<file path="config.mk">
export PLATFORM = sky130hd
export DESIGN_NAME = axilite_master
export DESIGN_NICKNAME = d
export VERILOG_FILES = /design/src/rtl/axilite_pkg.sv /design/src/rtl/axilite_master.sv
export SDC_FILE = /design/constraint.sdc
export NUM_CORES = 1
export LEC_CHECK = 0
export CORE_MARGIN = 4
export CORE_UTILIZATION = 35
export DETAILED_ROUTE_END_ITERATION = 8
export GPL_ROUTABILITY_DRIVEN = 0
export PLACE_DENSITY_LB_ADDON = 0.3
export SLEW_MARGIN = 20
export SYNTH_ARGS = -nofsm -noshare
export SYNTH_HDL_FRONTEND = slang
export SYNTH_SLANG_ARGS = --single-unit
</file>
<file path="constraint.sdc">
create_clock -name clk -period 3 [get_ports clk]
set_input_delay 0.6 -clock clk [delete_from_list [all_inputs] [get_ports clk]]
set_output_delay 0.6 -clock clk [all_outputs]
set_load 0.005 [all_outputs]
</file>
<file path="src/rtl/axilite_pkg.sv">
// Shared AXI4-Lite definitions: response codes and the master FSM state type.
// Ports: none (package). Imported by axilite_master and the SRAM controller,
// so both ends of the bus agree on the response encoding.
package axilite_pkg;

  localparam logic [1:0] RESP_OKAY   = 2'b00;
  localparam logic [1:0] RESP_EXOKAY = 2'b01;
  localparam logic [1:0] RESP_SLVERR = 2'b10;
  localparam logic [1:0] RESP_DECERR = 2'b11;

  typedef enum logic [2:0] {
    MST_IDLE    = 3'd0,
    MST_WR_REQ  = 3'd1,
    MST_WR_RESP = 3'd2,
    MST_RD_REQ  = 3'd3,
    MST_RD_DATA = 3'd4,
    MST_RSP     = 3'd5
  } mst_state_e;

endpackage

</file>
<file path="src/rtl/axilite_master.sv">
// Single-outstanding AXI4-Lite master: one command in, one AXI transaction, one response out.
// Ports: cmd_* request port (valid/ready), rsp_* response port (valid/ready),
//        m_axi_* AXI-Lite master channels AW/W/B/AR/R. clk, rst_n (async, active-low).
// Latency: cmd accepted at cycle 0 -> AXI valid at 1 -> rsp_valid at 3 with a zero-wait slave.
// Backpressure: cmd_ready only in IDLE; response held stable until rsp_ready.
module axilite_master
  import axilite_pkg::*;
#(
  parameter int ADDR_WIDTH = 32,
  parameter int DATA_WIDTH = 32
) (
  input  logic                    clk,
  input  logic                    rst_n,
  // command port
  input  logic                    cmd_valid,
  output logic                    cmd_ready,
  input  logic                    cmd_write,
  input  logic [ADDR_WIDTH-1:0]   cmd_addr,
  input  logic [DATA_WIDTH-1:0]   cmd_wdata,
  input  logic [DATA_WIDTH/8-1:0] cmd_wstrb,
  // response port
  output logic                    rsp_valid,
  input  logic                    rsp_ready,
  output logic                    rsp_write,
  output logic [DATA_WIDTH-1:0]   rsp_rdata,
  output logic [1:0]              rsp_resp,
  // AXI-Lite write address
  output logic [ADDR_WIDTH-1:0]   m_axi_awaddr,
  output logic                    m_axi_awvalid,
  input  logic                    m_axi_awready,
  // AXI-Lite write data
  output logic [DATA_WIDTH-1:0]   m_axi_wdata,
  output logic [DATA_WIDTH/8-1:0] m_axi_wstrb,
  output logic                    m_axi_wvalid,
  input  logic                    m_axi_wready,
  // AXI-Lite write response
  input  logic [1:0]              m_axi_bresp,
  input  logic                    m_axi_bvalid,
  output logic                    m_axi_bready,
  // AXI-Lite read address
  output logic [ADDR_WIDTH-1:0]   m_axi_araddr,
  output logic                    m_axi_arvalid,
  input  logic                    m_axi_arready,
  // AXI-Lite read data
  input  logic [DATA_WIDTH-1:0]   m_axi_rdata,
  input  logic [1:0]              m_axi_rresp,
  input  logic                    m_axi_rvalid,
  output logic                    m_axi_rready
);

  localparam int STRB_WIDTH = DATA_WIDTH / 8;

  mst_state_e              state_q;
  logic [ADDR_WIDTH-1:0]   addr_q;
  logic [DATA_WIDTH-1:0]   wdata_q;
  logic [STRB_WIDTH-1:0]   wstrb_q;
  logic                    awvalid_q;
  logic                    wvalid_q;
  logic                    arvalid_q;
  logic                    aw_done_q;
  logic                    w_done_q;
  logic [DATA_WIDTH-1:0]   rsp_rdata_q;
  logic [1:0]              rsp_resp_q;
  logic                    rsp_write_q;

  logic aw_fire, w_fire, aw_ok_d, w_ok_d;

  assign aw_fire = awvalid_q && m_axi_awready;
  assign w_fire  = wvalid_q && m_axi_wready;
  // A channel counts as complete if it finished earlier or finishes this cycle,
  // so AW and W may complete in either order or together.
  assign aw_ok_d = aw_done_q || aw_fire;
  assign w_ok_d  = w_done_q || w_fire;

  // Single address register serves both AW and AR; only one is ever in flight.
  assign m_axi_awaddr  = addr_q;
  assign m_axi_araddr  = addr_q;
  assign m_axi_wdata   = wdata_q;
  assign m_axi_wstrb   = wstrb_q;
  assign m_axi_awvalid = awvalid_q;
  assign m_axi_wvalid  = wvalid_q;
  assign m_axi_arvalid = arvalid_q;
  assign m_axi_bready  = (state_q == MST_WR_RESP);
  assign m_axi_rready  = (state_q == MST_RD_DATA);

  assign cmd_ready = (state_q == MST_IDLE);
  assign rsp_valid = (state_q == MST_RSP);
  assign rsp_write = rsp_write_q;
  assign rsp_rdata = rsp_rdata_q;
  assign rsp_resp  = rsp_resp_q;

  always_ff @(posedge clk or negedge rst_n) begin
    if (!rst_n) begin
      state_q     <= MST_IDLE;
      addr_q      <= '0;
      wdata_q     <= '0;
      wstrb_q     <= '0;
      awvalid_q   <= 1'b0;
      wvalid_q    <= 1'b0;
      arvalid_q   <= 1'b0;
      aw_done_q   <= 1'b0;
      w_done_q    <= 1'b0;
      rsp_rdata_q <= '0;
      rsp_resp_q  <= RESP_OKAY;
      rsp_write_q <= 1'b0;
    end else begin
      case (state_q)
        MST_IDLE: begin
          if (cmd_valid) begin
            addr_q <= cmd_addr;
            if (cmd_write) begin
              wdata_q   <= cmd_wdata;
              wstrb_q   <= cmd_wstrb;
              awvalid_q <= 1'b1;
              wvalid_q  <= 1'b1;
              aw_done_q <= 1'b0;
              w_done_q  <= 1'b0;
              state_q   <= MST_WR_REQ;
            end else begin
              arvalid_q <= 1'b1;
              state_q   <= MST_RD_REQ;
            end
          end
        end
        MST_WR_REQ: begin
          if (aw_fire) begin
            awvalid_q <= 1'b0;
            aw_done_q <= 1'b1;
          end
          if (w_fire) begin
            wvalid_q <= 1'b0;
            w_done_q <= 1'b1;
          end
          if (aw_ok_d && w_ok_d) begin
            state_q <= MST_WR_RESP;
          end
        end
        MST_WR_RESP: begin
          if (m_axi_bvalid) begin
            rsp_resp_q  <= m_axi_bresp;
            rsp_rdata_q <= '0;
            rsp_write_q <= 1'b1;
            state_q     <= MST_RSP;
          end
        end
        MST_RD_REQ: begin
          if (arvalid_q && m_axi_arready) begin
            arvalid_q <= 1'b0;
            state_q   <= MST_RD_DATA;
          end
        end
        MST_RD_DATA: begin
          if (m_axi_rvalid) begin
            rsp_rdata_q <= m_axi_rdata;
            rsp_resp_q  <= m_axi_rresp;
            rsp_write_q <= 1'b0;
            state_q     <= MST_RSP;
          end
        end
        MST_RSP: begin
          if (rsp_ready) begin
            state_q <= MST_IDLE;
          end
        end
        default: state_q <= MST_IDLE;
      endcase
    end
  end

endmodule

</file>
# Word-level counts from Yosys, hierarchy flattened
# Index checks and enable logic that the tools add are counted.
# W data, S select, Z words.
dict set report classes {
  eq_ne 15
  muxes 33
  reduce_logical 17
}
# op n
set op_table {}
lappend op_table {{$mux W32} 2}
lappend op_table {{$pmux W32 S2} 1}
lappend op_table {{$mux W3} 6}
lappend op_table {{$pmux W3 S6} 1}
lappend op_table {{$ne A2 B2 Y1 const B} 8}
lappend op_table {{$mux W1} 13}
lappend op_table {{$pmux W1 S2} 6}
lappend op_table {{$reduce_and A4 Y1} 3}
lappend op_table {{$eq A3 B2 Y1 const B} 2}
lappend op_table {{$eq A3 B3 Y1 const B} 2}
lappend op_table {{$mux W2} 3}
lappend op_table {{$reduce_and A3 Y1} 2}
lappend op_table {{$reduce_and A6 Y1} 1}
lappend op_table {{$reduce_bool A2 Y1} 3}
lappend op_table {{$logic_and A1 B1 Y1} 4}
lappend op_table {{$ne A2 B1 Y1 const B} 2}
lappend op_table {{$pmux W2 S2} 1}
lappend op_table {{$eq A3 B1 Y1 const B} 1}
lappend op_table {{$logic_not A3 Y1} 1}
lappend op_table {{$logic_or A1 B1 Y1} 2}
lappend op_table {{$reduce_and A2 Y1} 1}
dict set report totals {
  reg_bits 111
  out_inout_bits 142
}

# Depth between registers and ports, before layout
dict set report depth {
  depth_word 5
  ltp_mapped 6
}

# Worst setup path after synthesis
# Ideal clock, no wire load.
dict set report synth_path {
  path_type {input-to-reg}
  startpoint {input cmd_valid}
  endpoint {register wdata_q[18] (netlist: m_axi_wdata[18])}
  path_buffers 2
  setup_ps 128
  path_slack_ps 1177
  required_ps 2872
  arrival_ps 1696
  cell_stages 5
  path_cell_list {nor4b_4 nand2_1 buf_2 buf_4 mux2_1}
}
dict set report synth_via {
  elab_chain_cells 1
}
# item line_no
set synth_rtl {}
lappend synth_rtl {{from (decl)} axilite_master.sv:15} ;# input logic cmd_valid,
lappend synth_rtl {{$reduce_and A3 Y1 (no source line)} --}
lappend synth_rtl {{to (signal assigned)} axilite_master.sv:112} ;# wdata_q <= cmd_wdata;
lappend synth_rtl {{to (decl)} axilite_master.sv:55} ;# logic [DATA_WIDTH-1:0] wdata_q;
# No other way between the ends.
# A chain may end at the register's enable or synchronous reset.

# Worst setup path in the final report
dict set report layout_path {
  startpoint {register state_q[2]}
  endpoint {output m_axi_rready}
}
dict set report layout_via {
  elab_chain_cells 1
}
# item line_no
set layout_rtl {}
lappend layout_rtl {{from (decl)} axilite_master.sv:53} ;# mst_state_e state_q;
lappend layout_rtl {{from (signal assigned)} axilite_master.sv:94} ;# state_q <= MST_IDLE;
lappend layout_rtl {{from (signal assigned)} axilite_master.sv:118} ;# state_q <= MST_WR_REQ;
lappend layout_rtl {{from (signal assigned)} axilite_master.sv:121} ;# state_q <= MST_RD_REQ;
lappend layout_rtl {{$eq A3 B3 Y1} axilite_master.sv:84} ;# assign m_axi_rready = (state_q == MST_RD_DATA);
lappend layout_rtl {{to (decl)} axilite_master.sv:48} ;# output logic m_axi_rready
# No other way between the ends.

==> summary.txt <==
Run status
  • Outcome: finished clean

Clocking
  • Clock sinks: about 110
  • Max Buffers Root-to-Sink: 2
  • Root Buffer: clkbuf_16
  • CTS Buf Count: 9
  • H-tree lvl count: 3
  • CTS tree: built
  • Hold_buf cts: 0
  • Clock transition at the registers of the reported paths: approximately 70 ps
  • Clock latency at the later pin of the worst-skew pair: ~340 ps
  • # resized after CTS: 0
  • Post-CTS setup buffer count: 0

Floorplan
  • Core area: 0.0126 sq mm
  • Initial Utilization: 0.357
  • Die W: 121 um
  • Ports: 256
  • Die Y: about 120 um
  • Die Area: 0.0147 sq mm
  • Row Count: 41

Timing
  • Layout Skew: 5.83 ps
  • FMAX: 0.379 GHz
  • Final hold vios: 0
  • Fin Setup TNS: 0 ps
  • Final setup viols: 0
  • Relative slew slack: 0.557
  • Worst-margin pin slew: 664 ps
  • Unrepaired setup endpoints after global routing: false
  • Part of the cycle the worst path needs: 0.880
  • Minimum clock period: 2640 ps
  • Fin. max-slew vios: 0

Worst setup path
  • Worst path arrival time: 2040 ps
  • Critical Path Fanout Max: 12
  • Reg2Reg Depth: 4
  • Critical setup path kind: reg2out
  • Setup crit start kind: flip-flop
  • CP required: 2400 ps
  • Crit end category: output pin

GRT
  • Initial antenna violation count: 0
  • Vias in the first global route: around 3400
  • Total Routing Usage GR: 0.159
  • Pin count of the biggest net entering global routing: 51
  • Grt total ovfl: 0
  • First-pass GRT wire length: 18200 um

Yosys
  • Largest family of logic cells by synthesized area: multiplexers
  • Synthesis Warnings: 0
  • Adder-Cell Fraction of Synth Area: 0
  • Synth area leader: dfrtp_1
  • Area contributors post-synth: dfrtp_1 62%, mux2_2 14%, a22o_1 6.2%
  • Post-Syn Area: 0.00449 sq mm
  • Simple-Gate Fraction of Synth Area: 0.0387
  • Post-synthesis cell count: 312
  • Top cell type's share of synthesized area: 0.619
  • Synth Area per Inst: 14.4 sq um
  • Synth Area in Compound Gates: 0.0847
  • Seq/Total Area, Yosys: 0.619
  • Syn_nets: 426
  • Post-synthesis mux area share: 0.183
  • Register bit total from synthesis: 111
  • Post-Synth XOR/XNOR Area: 0
  • Synth unique cells: 24

Routing
  • Mean routed wirelength per cell: 16.9 um
  • Post-DRT Antenna Nets: 0
  • DRT Pass-1 Iters: 4
  • Routed WL: ~12000 um
  • Metal3 WL: 961 um
  • Via count: 3312
  • Top layer in use: met4
  • Vias/cell: 4.66
  • Initial drt markers: 90
  • Met1 wire length: 4610 um
  • Met2 wire length: slightly above 6000 um
  • DRC viols: 0

Place
  • Count of input and output buffers: 255
  • Cell Count Post-Placement: 695
  • Hpwl dp: 9150 um

Finish
  • Post-Layout Cell Count: 710
  • Area Growth Syn to Fin: 61.3%
  • Layout net count: 648
  • Most frequent cells in the layout: 254 x clkdlybuf4s50_1, 111 x dfrtp_1, 55 x mux2_2
  • Layout cell share with drive strength beyond 1: 0.139
  • Most common cell after layout, fill and taps aside: clkdlybuf4s50_1
  • # diodes: 0

Power
  • LEAKAGE: 0.00303 uW
  • PD cells: approximately 980 mW/mm^2
  • Worst VDD drop: 0.451 mV

Hold path
  • Worst Hold Class: in2async

Job
  • Max_cap viols: 0
registers in the layout, indices dropped and copies added, names as in the netlist:
| register | count |
|---|---|
| m_axi_araddr | 32 |
| rsp_resp | 2 |
| state_q | 3 |
| m_axi_wstrb | 4 |
| m_axi_wdata | 32 |
| rsp_write | 1 |
| rsp_rdata | 32 |
| m_axi_arvalid | 1 |
| m_axi_wvalid | 1 |
| w_done_q | 1 |
| aw_done_q | 1 |
| m_axi_awvalid | 1 |
where the power goes:
group	leakage, uW	internal [uW]	switching (uW)
combinational	0.00154	2330	992
clock	0.000127	582	495
sequential	0.00136	2230	502
total	0.00303	5140	1990
cells by family after synthesis:
| kind of cell | after synthesis |
|---|---|
| AND/OR/NAND/NOR | 27 |
| buffers and inverters | 52 |
| multiplexers | 73 |
| flip-flops | 111 |
| AO/OA/AOI/OAI | 49 |
path summary, 6_finish.rpt:
kind,end,from,slack (ps)
worst max-delay path,m_axi_rready,state_q[2],360
worst min-delay path,m_axi_wdata[15],rst_n,300
worst max register to register,rsp_rdata[18],state_q[2],1130
worst min register to register,w_done_q,w_done_q,490
max in group asynchronous,m_axi_araddr[13],rst_n,1980
min in group clk,w_done_q,w_done_q,490
cell type report:
type | count | area [sq um]
Inverter | 2 | 7.51
Tap cell | 172 | 215
Clock buffer | 14 | 254
Sequential cell | 111 | 2780
Timing Repair Buffer | 261 | 2610
Fill cell | 1050 | 5330
Clock inverter | 1 | 5.00
Multi-Input combinational cell | 149 | 1380
worst max-delay path: stages (launching register included):
cell	delay, ps
dfrtp_1	580
nor3b_1	510
clkdlybuf4s50_1	620
cell usage after synthesis:
library cell / count
a22o_1: 32
nor2_1: 3
and2_1: 3
nand3b_1: 3
nor3b_1: 4
dfrtp_1: 111
mux2_2: 55
o211ai_1: 1
clkbuf_1: 6
and3_1: 1
buf_4: 34
nor4b_4: 1
o21ai_0: 4
mux2_1: 18
a21oi_1: 8
nor3_1: 1
inv_1: 2
or3b_2: 1
buf_2: 10
nor2b_1: 2
o311a_1: 1
a21o_1: 3
nand4_1: 2
nand2_1: 6
through the flow:
stage | hold slack, ps | utilization | instance area (sq um) | total power [uW] | worst slack (ps)
final | 295 | 0.576 | 7240 | 7130 | 359
after global routing | 345 | 0.576 | 7240 | 7550 | 232
after CTS | 306 | 0.576 | 7240 | 7250 | 348
after detailed placement | 477 | 0.556 | 6980 | 6140 | 691
after global placement | 462 | 0.556 | 6980 | 6030 | 706
after floorplan | 304 | - | 4490 | 4090 | 1180
metal layers:
layer,GRT usage,up-vias
met3,0.0494,16
li1,-,1514
met1,0.180,1634
met2,0.282,148
met5,0,-
met4,0.0581,0
Power figures use the tool's default switching activity.
